==> config.mk <==
export PLATFORM = sky130hd
export DESIGN_NAME = uart_tx_fifo
export DESIGN_NICKNAME = d
export VERILOG_FILES = /design/src/rtl/uart_tx_fifo.sv
export SDC_FILE = /design/constraint.sdc
export NUM_CORES = 1
export LEC_CHECK = 0
export ABC_CLOCK_PERIOD_IN_PS = 3200
export BUFFER_PORTS_ARGS = -buffer_cell sky130_fd_sc_hd__buf_4
export CORE_ASPECT_RATIO = 0.6
export CORE_MARGIN = 2
export CORE_UTILIZATION = 40
export CTS_CLUSTER_DIAMETER = 40
export CTS_CLUSTER_SIZE = 30
export DETAILED_ROUTE_END_ITERATION = 10
export HOLD_SLACK_MARGIN = 0.15
export PLACE_DENSITY_LB_ADDON = 0.05
export SLEW_MARGIN = 20
export SYNTH_ARGS = -nofsm -noshare
export SYNTH_HDL_FRONTEND = slang
export SYNTH_SLANG_ARGS = --single-unit
==> constraint.sdc <==
create_clock -name CLK -period 3.2 [get_ports CLK]
set_clock_uncertainty 0.2 [all_clocks]
set_input_delay 0.16 -clock CLK [delete_from_list [all_inputs] [get_ports CLK]]
set_output_delay 0.16 -clock CLK [all_outputs]
set_load 0.005 [all_outputs]
==> src/rtl/uart_tx_fifo.sv <==
// uart_tx_fifo: byte FIFO feeding an 8N1 serializer.
// Accepts the core's UART write stream with real backpressure and drives the
// physical TX line. Each frame is start(0), 8 data bits LSB first, stop(1),
// and every bit is held CLKS_PER_BIT clocks.
module uart_tx_fifo #(
  parameter int CLKS_PER_BIT = 217,
  parameter int FIFO_DEPTH   = 16
) (
  input  logic                          CLK,
  input  logic                          RST,
  input  logic                          wr_valid,
  input  logic [7:0]                    wr_data,
  output logic                          wr_ready,
  output logic                          tx,
  output logic                          busy,
  output logic [$clog2(FIFO_DEPTH):0]   fifo_count
);

  localparam int PTR_W = $clog2(FIFO_DEPTH);
  localparam int CNT_W = $clog2(CLKS_PER_BIT) + 1;

  localparam logic [CNT_W-1:0] BAUD_LAST  = CNT_W'(CLKS_PER_BIT - 1);
  localparam logic [PTR_W:0]   FULL_COUNT = (PTR_W + 1)'(FIFO_DEPTH);

  localparam logic [1:0] ST_IDLE  = 2'd0;
  localparam logic [1:0] ST_START = 2'd1;
  localparam logic [1:0] ST_DATA  = 2'd2;
  localparam logic [1:0] ST_STOP  = 2'd3;

  logic [7:0]       mem [FIFO_DEPTH];
  logic [PTR_W-1:0] wr_ptr_reg;
  logic [PTR_W-1:0] rd_ptr_reg;
  logic [PTR_W:0]   count_reg;

  logic [1:0]       state_reg;
  logic [CNT_W-1:0] baud_reg;
  logic [2:0]       bit_idx_reg;
  logic [7:0]       shift_reg;
  logic             tx_reg;

  logic push;
  logic pop;
  logic fifo_nonempty;
  logic baud_done;

  // Ready depends only on registered occupancy; a pop in a full cycle does
  // not open the door until the next cycle.
  assign wr_ready      = (count_reg != FULL_COUNT);
  assign push          = wr_valid && wr_ready;
  assign fifo_nonempty = (count_reg != '0);
  assign baud_done     = (baud_reg == BAUD_LAST);

  // The serializer takes a new byte when idle, or at the very end of a stop
  // bit so consecutive frames run with no idle gap.
  assign pop = fifo_nonempty &&
               ((state_reg == ST_IDLE) || ((state_reg == ST_STOP) && baud_done));

  assign tx         = tx_reg;
  assign fifo_count = count_reg;
  assign busy       = (state_reg != ST_IDLE) || fifo_nonempty;

  // FIFO storage write port; kept reset-free so it maps onto RAM.
  always_ff @(posedge CLK) begin
    if (push) begin
      mem[wr_ptr_reg] <= wr_data;
    end
  end

  // FIFO pointers and occupancy; pointers wrap naturally at FIFO_DEPTH.
  always_ff @(posedge CLK) begin
    if (RST) begin
      wr_ptr_reg <= '0;
      rd_ptr_reg <= '0;
      count_reg  <= '0;
    end else begin
      if (push) begin
        wr_ptr_reg <= wr_ptr_reg + 1'b1;
      end
      if (pop) begin
        rd_ptr_reg <= rd_ptr_reg + 1'b1;
      end
      case ({push, pop})
        2'b10:   count_reg <= count_reg + 1'b1;
        2'b01:   count_reg <= count_reg - 1'b1;
        default: count_reg <= count_reg;
      endcase
    end
  end

  // Serializer FSM with baud counter; tx is always a registered output.
  always_ff @(posedge CLK) begin
    if (RST) begin
      state_reg   <= ST_IDLE;
      baud_reg    <= '0;
      bit_idx_reg <= '0;
      shift_reg   <= '0;
      tx_reg      <= 1'b1;
    end else begin
      case (state_reg)
        ST_IDLE: begin
          baud_reg <= '0;
          tx_reg   <= 1'b1;
          if (pop) begin
            shift_reg <= mem[rd_ptr_reg];
            state_reg <= ST_START;
            tx_reg    <= 1'b0;
          end
        end

        ST_START: begin
          if (baud_done) begin
            baud_reg    <= '0;
            bit_idx_reg <= '0;
            state_reg   <= ST_DATA;
            tx_reg      <= shift_reg[0];
          end else begin
            baud_reg <= baud_reg + 1'b1;
          end
        end

        ST_DATA: begin
          if (baud_done) begin
            baud_reg <= '0;
            if (bit_idx_reg == 3'd7) begin
              state_reg <= ST_STOP;
              tx_reg    <= 1'b1;
            end else begin
              bit_idx_reg <= bit_idx_reg + 3'd1;
              shift_reg   <= shift_reg >> 1;
              tx_reg      <= shift_reg[1];
            end
          end else begin
            baud_reg <= baud_reg + 1'b1;
          end
        end

        ST_STOP: begin
          if (baud_done) begin
            baud_reg <= '0;
            if (pop) begin
              shift_reg <= mem[rd_ptr_reg];
              state_reg <= ST_START;
              tx_reg    <= 1'b0;
            end else begin
              state_reg <= ST_IDLE;
              tx_reg    <= 1'b1;
            end
          end else begin
            baud_reg <= baud_reg + 1'b1;
          end
        end

        default: begin
          state_reg <= ST_IDLE;
          baud_reg  <= '0;
          tx_reg    <= 1'b1;
        end
      endcase
    end
  end

endmodule

==> summary.md <==
| Metric | Value |
|---|---|
| Count of distinct cell types in the synthesized netlist | `58` |
| Total congestion overflow after global routing | `0` |
| Layout net count | `between 500 and 600` |
| Post-route cell area | `~8300 um2` |
| Final worst-path cycle share | `slightly above 90%` |
| Fraction of final layout cells sized beyond drive strength 1 | `roughly a fifth` |
| Fill cell total of the finished layout | `approximately 1,500` |
| Total negative setup slack | `0 ps` |
| Starting density of the core | `41.20%` |
| Worst IR drop on VDD | `between 0.2 and 0.3 mV` |
| Detailed router's first-iteration violation count | `252` |
| Last weighted congestion value of the routability-driven placer | `around 0.81` |
| Fraction of post-synthesis cell area in the top cell type by area | `53.89%` |
| Top cells by area in the synthesized netlist | `edfxtp_1 54%, dfxtp_1 11%, mux4_2 6.6%` |
| Max stage delay on crit path | `just over 600 ps` |
| Clock insertion delay at the later pin of the skew report | `~430 ps` |
| Height of the chip | `approximately 110 um` |
| Highest achievable clock rate | `between 0.3 and 0.4 GHz` |
| Switching power summed over all nets | `slightly below 2 mW` |
| Clock edge transition at the registers on the reported setup and hold paths | `roughly 60 ps` |
| Placed instance area | `roughly 7600 um2` |
| TritonCTS clock tree | `yes` |
| Arrival time of data at the critical path endpoint | `just over 3000 ps` |
| Leakage power of the design | `roughly 2.8 nW` |
| Switch share | `29.91%` |
| Sink count of the clock tree | `around 170` |
| Async set or reset register ratio after synthesis | `0%` |
| Clock network fraction of design power | `around 32%` |
| Total routing resource utilization after global routing | `between 10% and 20%` |
| Worst max-slew margin expressed relative to the limit | `between 20% and 30%` |
| Portion of the post-synthesis area used by sequential elements | `approximately two thirds` |
| Share of the core filled with cells | `between 40% and 50%` |
| Count of flip-flops with a built-in enable after synthesis | `approximately 130` |
| Max-slew violation count | `0` |
| Die Width | `roughly 180 um` |
| Power density normalized to cell area | `about 780 nW/um2` |
| Pre-CTS setup slack | `127.5 ps` |
| Post-layout instance count excluding filler cells | `slightly below 800` |
| Layout area overhead | `16.45%` |
| Critical path start-end classification | `flop to flop` |
| Vias per inst | `between 5 and 6` |
| Routed WL | `roughly 15,000 um` |
| Required time of the critical path | `3350 ps` |
| Crit path buffers/inverters | `0` |
| Startpoint of the worst register-to-register path | `fifo_count[0]$_SDFFE_PP0P_` |
| Number of antenna violations at the first check in global routing | `0` |
| Run status | `finished, final reports clean` |
| Std-Cell Core Area | `~17,000 um2` |
| Clock buffer count from CTS | `17` |
| Cell breakdown of the critical path | `or4_4, nor2_2, nor2_2, ha_1, xor2_1, ha_1, a21oi_2, a311o_1, a31oi_1, or3_1, a21oi_1` |
| Setup violators final | `0` |
| Max FFs per register | `around 130` |
| CTS root buffer | `clkbuf_16` |
| Max-Cap Viols | `0` |
| Flop pwr share | `roughly two fifths` |
| Boundary Pins | `19` |
| Synthesized instance count | `490` |
| Pin count of the biggest net entering global routing | `37` |
| Top Family by Delay on Critical Path | `simple AND/OR/NAND/NOR gates` |
| Setup repair after global routing missed its margin | `no` |
| Via count of the first global-routing pass | `a little over 4,000` |
| Floorplan row count | `37` |
| Clock tree buffer depth | `2` |
| Post-route minimum period | `just under 3000 ps` |
| Average size of a mapped cell | `between 10 and 15 um2` |
| Count of TritonRoute iterations in the first routing pass | `5` |
| Count of input and output buffers | `18` |
| Cell at the slowest stage of the critical path | `or4_4` |
| Post-detailed-route count of antenna-violating nets | `0` |
| Area leader, netlist | `edfxtp_1` |
| Via Count | `slightly above 4,000` |
| H-tree level count | `4` |
| Fraction of power consumed by combinational cells | `26.4%` |
| Remaining DRCs | `0` |
| Yosys warnings | `0` |
| Hold Path Class | `flop to flop` |
| Endpoint kind of the worst setup timing path | `flop` |
| Placed insts | `about 740` |
| Worst min-delay path startpoint | `baud_reg[0]$_SDFF_PP0_` |
| Tightest Pin Transition | `~1100 ps` |
| Startpoint class of the critical path | `flop` |
| Netlist Area Pre-Place | `between 7000 and 8000 um2` |
| Total Power | `between 6 and 7 mW` |
| Worst setup path start | `fifo_count[0]$_SDFFE_PP0P_` |
| Worst Slack Setup Final | `roughly 240 ps` |
| Diodes inserted | `0` |
| Final hold violations | `0` |
| Worst hold slack | `~270 ps` |
| Number of synthesized register bits | `~170` |
| Detailed-route wire length per cell | `between 15 and 20 um` |
| Internal power component | `4.524 mW` |
| Full die area | `roughly 19,000 um2` |
| Critical Path Fanout Max | `7` |
| Net count after synthesis | `a little over 500` |
| Most instantiated flip-flop cell in the synthesis netlist | `edfxtp_1` |
| DP HPWL | `~10,000 um` |
| First-pass GRT wire length | `about 24,000 um` |
-- synthesized netlist by cell type, types with 3 or more instances --
library cell    n
buf_2           3
mux2i_1        28
xor2_1          8
nor3_1          9
edfxtp_1      128
or3_1           4
nor3b_1         5
nand3_1        11
nor2b_1         5
o21ai_0        12
clkbuf_1       13
a221oi_1        9
inv_1          15
nand2_1        16
nand2b_1        4
buf_6           6
mux4_2         21
ha_1           17
a31oi_1         5
and2_1          6
a31o_1          4
nor2_1         46
a21oi_1        18
dfxtp_1        40
xnor2_1         9
o22a_1          3
nand4b_1        5
-- cells in the final DEF (no fill, tap or decap), types with 9 or more instances in the layout --
cell           Yosys  routed
edfxtp_1         128     128
nor2_1            46      43
dfxtp_1           40      39
buf_4              0      37
mux2i_1           28      28
mux4_2            21      21
a21oi_1           18      17
ha_1              17      17
clkbuf_16          0      17
nand2_1           16      16
inv_1             15      15
o21ai_0           12      12
nand3_1           11      11
dlygate4sd3_1      0      10
nor3_1             9       9
xnor2_1            9       9
a221oi_1           9       9
-- power by group through the flow --
| stage | combinational, mW | sequential, mW | clock (mW) |
|---|---|---|---|
| 2_1_floorplan | 1.25 | 2.64 | 0 |
| 4_1_cts | 1.71 | 2.66 | 2.14 |
| 3_5_place_dp | 1.69 | 2.71 | 0 |
| 6_report | 1.70 | 2.66 | 2.09 |
| 5_1_grt | 1.89 | 2.68 | 2.22 |
| 3_3_place_gp | 1.69 | 2.69 | 0 |
-- final timing paths --
check	endpoint	slack [ps]	cells past startpoint
max	fifo_count[4]$_SDFFE_PP0P_	240	11
min	baud_reg[0]$_SDFF_PP0_	270	1
max reg2reg	fifo_count[4]$_SDFFE_PP0P_	240	11
min reg2reg	baud_reg[0]$_SDFF_PP0_	270	1
-- layer usage --
metal  vias up  part of all wire, %  GRT usage [%]
li1       1959                    -              -
met2        79                   42          24.34
met1      2059                   53          26.22
met5         -                    0              0
met3        13                  4.3          4.025
met4         0                 0.89          6.021
-- what timing repair did --
| action | CTS | global route |
|---|---|---|
| hold buffers | 10 | 0 |
| setup endpoints to repair | 0 | 2 |
| gates resized for setup | 0 | 2 |
| setup buffers | 0 | 0 |
| endpoints found under the hold margin | 159 | 0 |
-- cells by family (layout without fill, tap and decap cells) --
group / Yosys count / in the layout / synth area share, %
compound gates: 72 / 72 / 7.104
fa+ha+maj: 17 / 17 / 2.982
xor+xnor: 17 / 17 / 2.087
flops: 168 / 168 / 65.11
mux: 50 / 50 / 10.72
simple gates: 126 / 126 / 9.209
buf+inv: 40 / 96 / 2.789
-- area by class of cell --
cell class	instances	area, um2	share of cell area [%]
clock buffers	18	429.2	5.166
clock inverters	14	173.9	2.094
inverters	16	60.06	0.7230
multi-input cells	282	2307	27.78
flip-flops and latches	168	4646	55.93
well taps	234	292.8	3.525
repair buffers	48	397.9	4.790
Note: power is estimated with default switching activity, not from simulation.
